<file path="src/rtl/config_reg_initiator.sv">
// Command front-end for a config register block: single reads, and writes that are
// read back and retried up to MAX_RETRY times before reporting an error.
module config_reg_initiator #(
    parameter int unsigned DATA_W    = 16,
    parameter int unsigned ADDR_W    = 3,
    parameter int unsigned MAX_RETRY = 2
) (
    input  logic              clk,
    input  logic              reset,
    input  logic              req_valid,
    output logic              req_ready,
    input  logic              req_rw,
    input  logic [ADDR_W-1:0] req_addr,
    input  logic [DATA_W-1:0] req_data,
    output logic              cfg_write,
    output logic [ADDR_W-1:0] cfg_address,
    output logic [DATA_W-1:0] cfg_data_in,
    input  logic [DATA_W-1:0] cfg_data_out,
    output logic              rsp_valid,
    input  logic              rsp_ready,
    output logic [DATA_W-1:0] rsp_data,
    output logic              rsp_err,
    output logic              busy
);

    localparam int unsigned RETRY_W = 3;

    typedef enum logic [2:0] {
        IDLE,
        WR,
        RD_WAIT,
        CHECK,
        RSP
    } state_t;

    state_t              state_q, state_d;
    logic                rw_q, rw_d;
    logic [RETRY_W-1:0]  retry_q, retry_d;
    logic [ADDR_W-1:0]   addr_d;
    logic [DATA_W-1:0]   data_d;
    logic [DATA_W-1:0]   rsp_data_d;
    logic                rsp_err_d;

    // Next state plus next value of every registered output.
    always_comb begin
        state_d    = state_q;
        rw_d       = rw_q;
        retry_d    = retry_q;
        addr_d     = cfg_address;
        data_d     = cfg_data_in;
        rsp_data_d = rsp_data;
        rsp_err_d  = rsp_err;

        case (state_q)
            IDLE: begin
                if (req_valid && req_ready) begin
                    rw_d    = req_rw;
                    addr_d  = req_addr;
                    data_d  = req_data;
                    retry_d = '0;
                    state_d = req_rw ? WR : RD_WAIT;
                end
            end
            WR:      state_d = RD_WAIT;
            RD_WAIT: state_d = CHECK;
            CHECK: begin
                rsp_data_d = cfg_data_out;
                if (!rw_q || (cfg_data_out == cfg_data_in)) begin
                    rsp_err_d = 1'b0;
                    state_d   = RSP;
                end else if (retry_q < RETRY_W'(MAX_RETRY)) begin
                    retry_d = retry_q + RETRY_W'(1);
                    state_d = WR;
                end else begin
                    rsp_err_d = 1'b1;
                    state_d   = RSP;
                end
            end
            RSP: begin
                if (rsp_ready) begin
                    state_d = IDLE;
                end
            end
            default: state_d = IDLE;
        endcase
    end

    // Outputs are decoded from the next state so they line up with the state they describe.
    always_ff @(posedge clk or negedge reset) begin
        if (!reset) begin
            state_q     <= IDLE;
            rw_q        <= 1'b0;
            retry_q     <= '0;
            cfg_write   <= 1'b0;
            cfg_address <= '0;
            cfg_data_in <= '0;
            rsp_valid   <= 1'b0;
            rsp_data    <= '0;
            rsp_err     <= 1'b0;
            busy        <= 1'b0;
            req_ready   <= 1'b0;
        end else begin
            state_q     <= state_d;
            rw_q        <= rw_d;
            retry_q     <= retry_d;
            cfg_write   <= (state_d == WR);
            cfg_address <= addr_d;
            cfg_data_in <= data_d;
            rsp_valid   <= (state_d == RSP);
            rsp_data    <= rsp_data_d;
            rsp_err     <= rsp_err_d;
            busy        <= (state_d != IDLE);
            req_ready   <= (state_d == IDLE);
        end
    end

endmodule

</file>
<file path="config.mk">
export PLATFORM = sky130hd
export DESIGN_NAME = config_reg_initiator
export DESIGN_NICKNAME = d
export VERILOG_FILES = /design/src/rtl/config_reg_initiator.sv
export SDC_FILE = /design/constraint.sdc
export NUM_CORES = 1
export LEC_CHECK = 0
export BUFFER_PORTS_ARGS = -buffer_cell sky130_fd_sc_hd__buf_2
export CAP_MARGIN = 20
export CORE_AREA = 2 2 68 70
export CTS_CLUSTER_DIAMETER = 120
export DETAILED_ROUTE_END_ITERATION = 16
export DIE_AREA = 0 0 70 72
export GPL_TIMING_DRIVEN = 0
export PLACE_DENSITY = 0.87
export SLEW_MARGIN = 30
export SYNTH_ARGS = -nofsm -noshare
export SYNTH_HDL_FRONTEND = slang
export SYNTH_SLANG_ARGS = --single-unit
</file>
<file path="constraint.sdc">
create_clock -name clk -period 2.15 [get_ports clk]
set_input_delay 0.1075 -clock clk [delete_from_list [all_inputs] [get_ports clk]]
set_output_delay 0.1075 -clock clk [all_outputs]
set_load 0.05 [all_outputs]
</file>
==> impl_results.rst <==
.. list-table::
   :header-rows: 1

   * - Metric
     - Value
   * - Run status
     - finished clean
   * - Min-Delay Path Depth
     - 2
   * - Overall routing resource usage
     - 19.2%
   * - Initial DRT Pass Iterations
     - 4
   * - Cell with the largest stage delay on the worst path
     - sky130_fd_sc_hd__o41ai_4
   * - DP Cell Count
     - between 300 and 400
   * - Detail Placement HPWL
     - 3.30 mm
   * - Setup slack after placement
     - -82.2 ps
   * - Total congestion overflow
     - 0
   * - Post-synthesis sequential area ratio
     - about 58%
   * - Worst flop-to-flop path endpoint
     - busy$_DFF_PN0_
   * - Top Ports
     - 80
   * - Vias per std cell
     - between 4 and 5
   * - Worst R2R Setup Slack
     - 150 ps
   * - Global-route wire length before repair
     - 7.47 mm
   * - Antenna violations before repair
     - 0
   * - Worst r2r src
     - cfg_data_in[9]$_DFFE_PN0P_
   * - Final Slew Violations
     - 0
   * - Crit-path max FO
     - 3
   * - Clock root buffer
     - sky130_fd_sc_hd__clkbuf_8
   * - Top library cells by usage in the layout, fill and taps aside
     - sky130_fd_sc_hd__buf_2 (79), sky130_fd_sc_hd__nand2_1 (54), sky130_fd_sc_hd__dfrtp_1 (39), sky130_fd_sc_hd__mux2_2 (18), sky130_fd_sc_hd__xnor2_1 (16)
   * - I/O Buffers
     - 79
   * - Vias in the first global route
     - 1596
   * - Clock transition at the register clock pins on the worst setup and hold paths after CTS
     - 80 ps
   * - Most common cell after layout, fill and taps aside
     - sky130_fd_sc_hd__buf_2
   * - Startpoint types
     - flop
   * - Post-synth design cell area
     - 2020 sq um
   * - Worst-case setup margin in the final layout
     - 151 ps
   * - Pin count of the biggest net entering global routing
     - 48
   * - Endpoint kind of the worst setup timing path
     - flop
   * - Total of flip-flops plus latches after synthesis
     - 47
   * - Critical path data arrival time
     - 2180 ps
   * - Max frequency
     - between 500 and 600 MHz
   * - DRC violations left
     - 0
   * - Violation count after the first detailed-route iteration
     - roughly 120
   * - Area of the placeable core
     - 4260 sq um
   * - Total Nets Final
     - 307
   * - Total via count after detailed routing
     - 1585
   * - Total routed wirelength
     - roughly 4.5 mm
   * - Mapped Cells
     - 178
   * - Reported max-cap violation count
     - 0
   * - Peak per-stage delay on the critical path
     - 460 ps
   * - Required @ worst endpoint
     - 2330 ps
   * - Synth warn
     - 0
   * - Area growth from synthesis to final layout
     - 29.3%
   * - Non-filler instance count after layout
     - 319
   * - Share of cells above drive strength 1
     - 45.3%
   * - Type of the worst setup path
     - reg2reg
   * - RSZ-0062 raised after global routing
     - false
   * - Skew final
     - 2.88 ps
   * - Sinks on Clock Net
     - 47
   * - Number of H-tree branching levels
     - 2
   * - Worst Hold Class
     - in2reg
   * - Register-to-Register Path Depth
     - 6
   * - Tightest Pin Transition
     - just under 600 ps
   * - Remaining antenna violation count
     - 0
   * - Relative slew slack
     - 61.0%
   * - Floorplan die height
     - 72 um
   * - Cell Rows
     - 24
   * - Average footprint of a synthesized cell
     - 11.3 sq um
   * - Min Hold Slack
     - roughly 23 ps
   * - Insertion delay of the later-clocked pin in the worst-skew pair
     - roughly 300 ps
   * - Total setup violations reported at the end of the flow
     - 0
   * - Number of buffers between clock root and the deepest sink
     - 2
   * - Wire length per cell
     - roughly 14 um
   * - Starting density of the core
     - 47.4%
   * - Floorplan die area
     - approximately 5000 sq um
   * - Worst path cell trace
     - xnor2_1 -> nand4_1 -> o41ai_4 -> o221a_4 -> inv_2 -> or3_1
   * - Endpoint of the worst hold path
     - cfg_data_in[14]$_DFFE_PN0P_
   * - Start point of the worst hold path
     - req_data[14]
   * - Final cycle utilization of the critical path
     - 93.0%
   * - Count of final hold-check violations
     - 0
   * - GPL Wtd Cong
     - 0.830
   * - Antenna Diode Count
     - 0
   * - Number of nets in the synthesized netlist
     - roughly 220
   * - Clock tree from TritonCTS
     - done
   * - CTS Buf Count
     - 5
   * - Width of the die
     - about 70 um
   * - Post-route minimum period
     - around 2000 ps
   * - Summed negative setup slack over all endpoints
     - 0 ps
   * - Count of unique library cells instantiated by Yosys
     - 29
## logic make-up (layout without fill, tap and decap cells)
family,after synthesis,in the layout,share of synthesized area [%]
and+or+nand+nor,71,71,15.1
DFF,47,47,58.2
muxes,19,19,10.6
xor gates and xnor gates,16,16,6.94
AOI/OAI and AO/OA,13,13,6.38
buffers and inverters,11,100,2.11
adders and majority gates,1,1,0.619
## flip-flops by register name, summed over array words and instances, names as in the netlist
register	count
busy	1
cfg_address	3
cfg_data_in	16
cfg_write	1
req_ready	1
retry_q	3
rsp_data	16
rsp_err	1
rsp_valid	1
rw_q	1
state_q	3
## synth_stat cells
cell | number | share of area, %
sky130_fd_sc_hd__a21oi_1 | 3 | 0.74
sky130_fd_sc_hd__a311o_1 | 1 | 0.50
sky130_fd_sc_hd__and2_0 | 1 | 0.31
sky130_fd_sc_hd__buf_2 | 1 | 0.25
sky130_fd_sc_hd__clkbuf_1 | 5 | 0.93
sky130_fd_sc_hd__dfrtp_1 | 47 | 58
sky130_fd_sc_hd__ha_1 | 1 | 0.62
sky130_fd_sc_hd__inv_1 | 4 | 0.74
sky130_fd_sc_hd__inv_2 | 1 | 0.19
sky130_fd_sc_hd__mux2_1 | 1 | 0.56
sky130_fd_sc_hd__mux2_2 | 18 | 10
sky130_fd_sc_hd__nand2_1 | 54 | 10
sky130_fd_sc_hd__nand3_1 | 1 | 0.25
sky130_fd_sc_hd__nand4_1 | 4 | 1.2
sky130_fd_sc_hd__nor2_1 | 3 | 0.56
sky130_fd_sc_hd__nor2b_1 | 2 | 0.62
sky130_fd_sc_hd__nor3_1 | 2 | 0.50
sky130_fd_sc_hd__nor3b_1 | 1 | 0.37
sky130_fd_sc_hd__nor4_1 | 1 | 0.31
sky130_fd_sc_hd__nor4_2 | 1 | 0.62
sky130_fd_sc_hd__o21ai_0 | 2 | 0.50
sky130_fd_sc_hd__o221a_4 | 1 | 0.99
sky130_fd_sc_hd__o22ai_1 | 1 | 0.31
sky130_fd_sc_hd__o31a_1 | 1 | 0.43
sky130_fd_sc_hd__o32a_2 | 2 | 1.1
sky130_fd_sc_hd__o32ai_1 | 1 | 0.43
sky130_fd_sc_hd__o41ai_4 | 1 | 1.4
sky130_fd_sc_hd__or3_1 | 1 | 0.31
sky130_fd_sc_hd__xnor2_1 | 16 | 6.9
## how the worst max path moves through the flow
| stage | from | endpoint | slack, ps | depth (start not counted) |
|---|---|---|---|---|
| 2_1_floorplan | cfg_data_in[7]$_DFFE_PN0P_ | busy$_DFF_PN0_ | 2 | 6 |
| 3_3_place_gp | state_q[0]$_DFF_PN0_ | cfg_address[2]$_DFFE_PN0P_ | -60 | 4 |
| 3_5_place_dp | state_q[0]$_DFF_PN0_ | cfg_data_in[15]$_DFFE_PN0P_ | -80 | 4 |
| 4_1_cts | state_q[0]$_DFF_PN0_ | cfg_data_in[15]$_DFFE_PN0P_ | 90 | 4 |
| 5_1_grt | cfg_data_in[13]$_DFFE_PN0P_ | busy$_DFF_PN0_ | 70 | 6 |
| 6_report | cfg_data_in[9]$_DFFE_PN0P_ | busy$_DFF_PN0_ | 150 | 6 |
## worst max-delay path, delay by kind of cell, from the launching register on
kind | cells | cell delay, ps
simple gates | 2 | 540
compound gates | 2 | 710
flops | 1 | 420
buf+inv | 1 | 40
xor+xnor | 1 | 180
## per-layer routing
layer | vias up | GRT usage, % | wire [um] | share of wire, %
li1 | 772 | - | - | -
met1 | 750 | 23.5 | 1910 | 42
met2 | 52 | 32.2 | 2270 | 50
met3 | 11 | 4.03 | 240 | 5.3
met4 | 0 | 10.5 | 122 | 2.7
met5 | - | 0 | 0 | 0
## through the flow
| stage | instance area (sq um) | util, % |
|---|---|---|
| floorplan | 2030 | - |
| global placement | 2490 | 58.4 |
| detailed placement | 2490 | 58.5 |
| CTS | 2600 | 61.0 |
| global route | 2610 | 61.2 |
| finish | 2610 | 61.2 |
## layout make-up
class	count	area [sq um]
Fill cell	350	1650
Sequential cell	47	1190
Multi-Input combinational cell	120	810
Timing Repair Buffer	81	415
Clock buffer	7	86.3
Tap cell	52	65.1
Buffer	6	25.0
Inverter	5	18.8
Clock inverter	1	5.00
## repair_timing
item / in CTS / in global routing
buffers inserted: 1 / 0
pin swaps: 1 / 0
endpoints found under the hold margin: 47 / 0
endpoints found under the setup margin: 8 / 15
gates resized for setup: 1 / 1
gates cloned: 0 / 0
hold buffers: 1 / 0
Power is not shown: default switching activity piles up to over one toggle a cycle in this logic, so the estimate is an artifact.
